`config.mk`:
```
export PLATFORM = sky130hd
export DESIGN_NAME = disp_scan_ctrl
export DESIGN_NICKNAME = d
export VERILOG_FILES = /design/src/rtl/disp_pkg.sv /design/src/rtl/seg7_encode.sv /design/src/rtl/disp_scan_ctrl.sv
export SDC_FILE = /design/constraint.sdc
export NUM_CORES = 1
export LEC_CHECK = 0
export CORE_ASPECT_RATIO = 0.75
export CORE_UTILIZATION = 25
export DETAILED_ROUTE_END_ITERATION = 8
export PLACE_DENSITY = 0.4
export SYNTH_ARGS = -nofsm -noshare
export SYNTH_HDL_FRONTEND = slang
export SYNTH_SLANG_ARGS = --single-unit
```
`constraint.sdc`:
```
create_clock -name clk -period 2.7 [get_ports clk]
set_clock_uncertainty 0.1 [all_clocks]
set_input_delay 0.27 -clock clk [delete_from_list [all_inputs] [get_ports clk]]
set_output_delay 0.27 -clock clk [all_outputs]
set_load 0.01 [all_outputs]
```
`src/rtl/disp_pkg.sv`:
```
// Shared constants for the 7-segment scan controller: segment patterns,
// bit ordering (bit6=a ... bit0=g) and the scan state encoding.
package disp_pkg;

  localparam int SEG_A = 6;
  localparam int SEG_B = 5;
  localparam int SEG_C = 4;
  localparam int SEG_D = 3;
  localparam int SEG_E = 2;
  localparam int SEG_F = 1;
  localparam int SEG_G = 0;

  localparam logic [6:0] SEG_0     = 7'b1111110;
  localparam logic [6:0] SEG_1     = 7'b0110000;
  localparam logic [6:0] SEG_2     = 7'b1101101;
  localparam logic [6:0] SEG_3     = 7'b1111001;
  localparam logic [6:0] SEG_4     = 7'b0110011;
  localparam logic [6:0] SEG_5     = 7'b1011011;
  localparam logic [6:0] SEG_6     = 7'b1011111;
  localparam logic [6:0] SEG_7     = 7'b1110000;
  localparam logic [6:0] SEG_8     = 7'b1111111;
  localparam logic [6:0] SEG_9     = 7'b1111011;
  localparam logic [6:0] SEG_BLANK = 7'b0000000;

  typedef enum logic {SCAN = 1'b0, IDLE = 1'b1} scan_state_e;

endpackage

```
`src/rtl/seg7_encode.sv`:
```
// Combinational BCD nibble to active-high segment pattern; codes above 9
// produce a dark digit and raise invalid.
module seg7_encode
  import disp_pkg::*;
(
  input  logic [3:0] nib_i,
  output logic [6:0] seg_o,
  output logic       invalid_o
);

  always_comb begin
    invalid_o = 1'b0;
    case (nib_i)
      4'd0:    seg_o = SEG_0;
      4'd1:    seg_o = SEG_1;
      4'd2:    seg_o = SEG_2;
      4'd3:    seg_o = SEG_3;
      4'd4:    seg_o = SEG_4;
      4'd5:    seg_o = SEG_5;
      4'd6:    seg_o = SEG_6;
      4'd7:    seg_o = SEG_7;
      4'd8:    seg_o = SEG_8;
      4'd9:    seg_o = SEG_9;
      default: begin
        seg_o     = SEG_BLANK;
        invalid_o = 1'b1;
      end
    endcase
  end

endmodule

```
`src/rtl/disp_scan_ctrl.sv`:
```
// Time-multiplexed 7-segment scan controller with a shared encoder,
// frame-synchronous double-buffered loads and leading-zero blanking.
module disp_scan_ctrl
  import disp_pkg::*;
#(
  parameter int NUM_DIGITS  = 4,
  parameter int REFRESH_DIV = 1000,
  parameter int CNT_W       = 16
) (
  input  logic                    clk,
  input  logic                    reset,
  input  logic                    en,
  input  logic                    load,
  input  logic [4*NUM_DIGITS-1:0] bcd_in,
  input  logic                    blank_lz,
  output logic                    load_ack,
  output logic [NUM_DIGITS-1:0]   digit_sel,
  output logic [6:0]              seg,
  output logic                    bcd_err
);

  localparam int IDX_W = $clog2(NUM_DIGITS);

  scan_state_e                 st;
  logic [CNT_W-1:0]            cnt_q, cnt_d;
  logic [IDX_W-1:0]            idx_q, idx_d;
  logic [NUM_DIGITS-1:0][3:0]  shadow_q, active_q, active_d;
  logic                        pending_q, pending_d;
  logic                        ack_q;
  logic [NUM_DIGITS-1:0]       sel_q, sel_d;
  logic [6:0]                  seg_q, seg_d;
  logic                        err_q, err_d;
  logic                        cnt_wrap, idx_last, frame_edge, xfer;
  logic [NUM_DIGITS-1:0]       lz_vec;
  logic                        lz_run, blanked, show;
  logic [3:0]                  nib;
  logic [6:0]                  enc_seg;
  logic                        enc_inv;

  assign st       = en ? SCAN : IDLE;
  assign cnt_wrap = (cnt_q == CNT_W'(REFRESH_DIV - 1));
  assign idx_last = (idx_q == IDX_W'(NUM_DIGITS - 1));

  always_comb begin
    cnt_d = cnt_q;
    idx_d = idx_q;
    if (st == SCAN) begin
      if (cnt_wrap) begin
        cnt_d = '0;
        idx_d = idx_last ? '0 : idx_q + 1'b1;
      end else begin
        cnt_d = cnt_q + 1'b1;
      end
    end
  end

  // While idle there is no frame to tear, so a pending value goes live at once.
  assign frame_edge = (st == SCAN) && cnt_wrap && idx_last;
  assign xfer       = pending_q && (frame_edge || (st == IDLE));
  assign active_d   = xfer ? shadow_q : active_q;
  assign pending_d  = load | (pending_q & ~xfer);

  // Scan from the most significant digit down; a digit is a leading zero while
  // every digit above it is also zero. Digit 0 always lights.
  always_comb begin
    lz_run = 1'b1;
    lz_vec = '0;
    for (int i = NUM_DIGITS - 1; i > 0; i--) begin
      lz_run    = lz_run && (active_q[i] == 4'd0);
      lz_vec[i] = lz_run;
    end
  end

  assign nib     = active_q[idx_d];
  assign blanked = blank_lz && lz_vec[idx_d];

  seg7_encode u_enc (
    .nib_i     (nib),
    .seg_o     (enc_seg),
    .invalid_o (enc_inv)
  );

  always_comb begin
    sel_d = '0;
    if ((st == SCAN) && (cnt_d != '0)) sel_d[idx_d] = 1'b1;
  end

  assign show  = (sel_d != '0) && !blanked;
  assign seg_d = show ? enc_seg : SEG_BLANK;
  assign err_d = err_q | (show & enc_inv);

  always_ff @(posedge clk) begin
    if (reset) begin
      cnt_q     <= '0;
      idx_q     <= '0;
      shadow_q  <= '0;
      active_q  <= '0;
      pending_q <= 1'b0;
      ack_q     <= 1'b0;
      sel_q     <= '0;
      seg_q     <= '0;
      err_q     <= 1'b0;
    end else begin
      cnt_q     <= cnt_d;
      idx_q     <= idx_d;
      if (load) shadow_q <= bcd_in;
      active_q  <= active_d;
      pending_q <= pending_d;
      ack_q     <= xfer;
      sel_q     <= sel_d;
      seg_q     <= seg_d;
      err_q     <= err_d;
    end
  end

  assign load_ack  = ack_q;
  assign digit_sel = sel_q;
  assign seg       = seg_q;
  assign bcd_err   = err_q;

endmodule

```
-- Word-level counts from Yosys, hierarchy flattened
Index checks and enable logic that the tools add are counted.
- add/sub/neg operators: 2
- magnitude comparators: 2
- equality and inequality tests: 11
- muxes and demuxes: 15
- bitwise logic cells: 6
- reductions and logical operators: 19
- operators by type and width (kind ; count):
    one-hot mux 7 bit (10 select lines) ; 1
    2-to-1 mux 16 bit ; 2
    adder 16 x 1 -> 16 bit, second input constant ; 1
    equality test 16 x 10 -> 1 bit, second input constant ; 1
    equality test 4 x 3 -> 1 bit, second input constant ; 4
    zero test 4 bit ; 4
    nonzero test 16 bit ; 1
    OR reduction 10 bit ; 1
    logical AND 1 bit ; 9
    binary-select mux 4 bit (select 2 bit) ; 1
    equality test 4 x 2 -> 1 bit, second input constant ; 2
    equality test 4 bit, second input constant ; 2
    2-to-1 mux 4 bit ; 2
    2-to-1 mux 2 bit ; 3
    equality test 4 x 1 -> 1 bit, second input constant ; 1
    2-to-1 mux 1 bit ; 4
    nonzero test 4 bit ; 1
    < comparator 2 x 3 -> 1 bit, second input constant ; 1
    adder 2 x 1 -> 2 bit, second input constant ; 1
    bitwise AND 1 bit ; 2
    binary-select mux 1 bit (select 2 bit) ; 1
    demux 1 bit (select 2 bit) ; 1
    equality test 2 bit, second input constant ; 1
    >= comparator 2 x 1 -> 1 bit, second input constant ; 1
    5 further kinds ; 7
- bits in registers: 64
- output and inout port bits: 13

-- Longest topological paths before layout
- depth after elaboration: 13
- depth in mapped cells: 10

-- Modules after synthesis
A second synthesis with hierarchy kept.
- cells, all modules: 352
- area total of the unflattened synthesis: 3151.8 um^2
- modules (own cells, without submodules) (module ; times used ; cells each ; area each (um^2) ; seq. area each (um^2)):
    disp_scan_ctrl ; 1 ; 331 ; 3000.4 ; 1281.2
    seg7_encode ; 1 ; 21 ; 151.4 ; 0.0

-- Worst setup path after synthesis
Ideal clock, no wire load.
- path type: register -> register
- start: register cnt_q[3]
- end: register seg_q[1] (netlist: seg[1])
- library setup time: 0.103 ns
- arrival time: 2.468 ns
- required time: 2.497 ns
- path slack: 0.028 ns
- stages on the path, launching flop included: 11
- period minus slack after synthesis: 2.672 ns
- path through: dfxtp_1 buf_6 nor4bb_4 nand4_4 nor2_8 buf_2 mux2i_1 a21oi_1 o211ai_1 nand3b_4 a2111oi_2
- cells in the longest elaborated chain, start to end: 12
- elaborated cells between the ends (all ways): 35
- classes of those cells: add/sub (1); order compare (2); eq/ne (10); mux (12); bitwise (1); reduce/logical (9)
- ends and longest elaborated chain (element ; RTL line ; RTL):
    start, declared ; disp_scan_ctrl.sv:25 ; logic [CNT_W-1:0] cnt_q, cnt_d;
    start signal, assigned ; disp_scan_ctrl.sv:104 ; cnt_q <= cnt_d;
    parallel branches: the longest is 12 deep, another holds adder 16 x 1 -> 16 bit ; n/a ;
    end signal, assigned ; disp_scan_ctrl.sv:111 ; seg_q <= seg_d;
    end, declared ; disp_scan_ctrl.sv:31 ; logic [6:0] seg_q, seg_d;
Several ways; the timed one is not identified. The select of a mux whose other input is x is not followed.
A chain may end at the register's enable or synchronous reset.

-- Worst setup path in the final report
- start: register cnt_q[10]
- end: register seg_q[1] (netlist: seg[1])
Same word-level chain as after synthesis.

==> flow_summary.yaml <==
setup_path:
  crit_fanout: 7
  crit_required_ns: 2.81
  crit_path_end_kind: "register"
  critical_path_class: "reg -> reg"
  r2r_slack_ns: 0.16
  arrival_ns: 2.65
  startpoint_type: "register"
drt:
  vias: 2723
  avgViaCountPerCell: 4.546
  post-route-drc-count: 0
  wl_per_cell_um: 13.87
  wirelength_um: 8307
  ant_nets: 0
  firstDrtPassIters: 4
  drt_iter0_drc: 164
synth:
  ys.flop_type: "dfxtp_1"
  synth_seq_cells: 64
  synthDistinctLibCells: 62
  ys_seq_area_frac: 0.3919
  synth_edf_count: 0
  ys_warn_count: 0
  synthArstFlopShare: 0
  syn_avg_cell_area_um2: 9.158
  syn_nets: 380
  netlist_instances: 357
  netlist_area_um2: 3269
floorplanning:
  die_area_um2: 13540
  core_area_um2: 12520
  dieWidth_um: 134.1
  ioPinCount: 34
  std_cell_rows: 35
  start_util: 0.2610
  fp.dieH_um: 101.0
placed_design:
  place.gp.congestion: 0.7814
  hpwl_um: 5875
  portBuffers: 33
  placed_cell_area_um2: 4054
clock_network:
  path_clk_slew_ns: 0.05
  cts.sinks: 64
  clock_path_buffers: 2
  hold_buffers: 0
  cts_tree: "done"
  clk-insertion-delay-late_ns: 0.33
  cts_buffers: 9
  root_buffer: "clkbuf_16"
  htreeDepth: 3
final_layout:
  nNetsFinal: 451
  final_cell_mix: "dfxtp_1 (63), nor2_1 (53), buf_4 (49)"
  num_antenna_cells: 0
  final_common_cell: "dfxtp_1"
  final_cell_area_um2: 4473
  final_layout_size_suffix_gt1_frac: 0.2286
  post-route-util: 0.3571
  syn_to_final_growth_pct: 36.82
sta:
  fin_crit_ns: 2.539
  setup_viol: 0
  slew_headroom: 0.6075
  timing_hold_violations_final: 0
  finalMaxSlewViolations: 0
  fin_crit_sh: 0.9405
  max_slew.worst_pin.slew_ns: 0.5887
  max_clock_freq_mhz: 393.8
power:
  pwr-share-clk: 0.501
  p_leak_nw: 1.840
  p_per_area_nw_per_um2: 523.7
  combPwrFrac: 0.076
  p_seq_frac: 0.423
  irDropWorstVdd_mv: 0.2739
  swShare: 0.2176
  p_int_mw: 1.833
  p_sw_uw: 509.8
  power_mw: 2.343
grt:
  gr-total-overflow: 0
  grt_antenna_before_repair: 0
  grt_usage: 0.1341
  grt_pass1_wl_um: 13860
  grt_pass1_vias: 2594
  grt_max_degree: 54
run:
  drv_cap: 0
min_path:
  hp-class: "in -> reg"
run_status:
  status: "finished clean"
registers in the layout, summed over array words and instances (netlist names):
register   cells
pending_q      1
cnt_q         16
digit_sel      4
shadow_q      16
seg            7
load_ack       1
bcd_err        1
active_q      16
idx_q          2
cell families (layout without fill, tap and decap cells):
family                   count (synthesis)  in the layout  share of synthesized area
AO/OA/AOI/OAI                           43             43                    0.09720
XOR/XNOR                                17             17                    0.04554
adder cells (fa/ha/maj)                  2              2                   0.007653
buffers and inverters                   27            103                    0.03827
flip-flops                              64             64                     0.3919
multiplexers                            42             42                     0.1397
AND/OR/NAND/NOR                        162            162                     0.2798
through the flow:
stage / hold WS (ns) / setup slack, ns / cells / TNS (ns)
floorplan: 0.3171 / 0.02834 / 357 / 0
global placement: 0.3656 / 0.01182 / 579 / 0
detailed placement: 0.3684 / -0.03845 / 579 / -0.05236
CTS: 0.3255 / 0.01578 / 595 / 0
global route: 0.3519 / -0.02232 / 599 / -0.02232
finish: 0.3243 / 0.1605 / 599 / 0
area by class of cell:
| class | instances | area [µm²] |
|---|---|---|
| clock inverter | 3 | 40.04 |
| clock buffer | 13 | 260.3 |
| sequential | 64 | 1282 |
| tap | 166 | 207.7 |
| multi-input combinational | 266 | 1947 |
| inverter | 3 | 11.26 |
| timing repair buffer | 84 | 724.4 |
| fill | 1310 | 8051 |
cells in the mapped netlist (all sizes together), types with 2 or more instances:
| master | count | share of area |
|---|---|---|
| or2 | 2 | 0.0038 |
| nand4 | 4 | 0.012 |
| a31oi | 2 | 0.0038 |
| nand2 | 27 | 0.032 |
| ha | 2 | 0.0077 |
| inv | 3 | 0.0034 |
| o22ai | 2 | 0.0038 |
| a22oi | 8 | 0.018 |
| xnor2 | 7 | 0.019 |
| a211oi | 9 | 0.021 |
| dfxtp | 64 | 0.39 |
| nor3 | 17 | 0.028 |
| buf | 9 | 0.017 |
| clkbuf | 15 | 0.018 |
| nand3 | 10 | 0.018 |
| nor4 | 7 | 0.024 |
| o21ai | 3 | 0.0057 |
| nor2 | 57 | 0.070 |
| xor2 | 10 | 0.027 |
| and4 | 4 | 0.011 |
| a21oi | 6 | 0.0092 |
| o211ai | 3 | 0.0069 |
| and2 | 3 | 0.0057 |
| mux2i | 39 | 0.13 |
| nand3b | 2 | 0.0084 |
| mux2 | 3 | 0.010 |
| and3 | 4 | 0.0092 |
| nand2b | 21 | 0.040 |
worst max-delay path, stage by stage, from the launching register on:
cell and delay [ns]:
dfxtp_2 0.33, nor4_4 0.25, buf_4 0.18, nand4_4 0.12
nor2_8 0.16, mux2i_4 0.28, buf_12 0.17, mux2i_4 0.30
buf_4 0.17, nand2b_1 0.09, a21oi_2 0.21, a2111oi_4 0.05
timing repair:
item	4_1_cts	5_1_grt
setup endpoints to repair	0	7
buffers inserted	0	4
gates resized for setup	0	17
power groups by stage:
stage | Clock (mW) | Sequential, mW | Combinational (mW)
2_1_floorplan | 0 | 1.01 | 0.0923
3_3_place_gp | 0 | 1.01 | 0.172
3_5_place_dp | 0 | 1.01 | 0.173
4_1_cts | 1.20 | 0.992 | 0.174
5_1_grt | 1.26 | 0.995 | 0.195
6_report | 1.17 | 0.992 | 0.178
per-layer routing:
layer  part of all wire  wire, µm  track usage
met5                  0         0            0
met4              0.011        89      0.04322
met3              0.052       428      0.04022
met2               0.38      3192       0.1809
met1               0.55      4597       0.1983
final timing paths:
kind | start | end | depth (start not counted)
max | cnt_q[10] | seg[1] | 11
max reg2reg | cnt_q[10] | seg[1] | 11
min reg2reg | bcd_err | bcd_err | 2
min | reset | digit_sel[3] | 4
(Power assumes the default switching activity.)
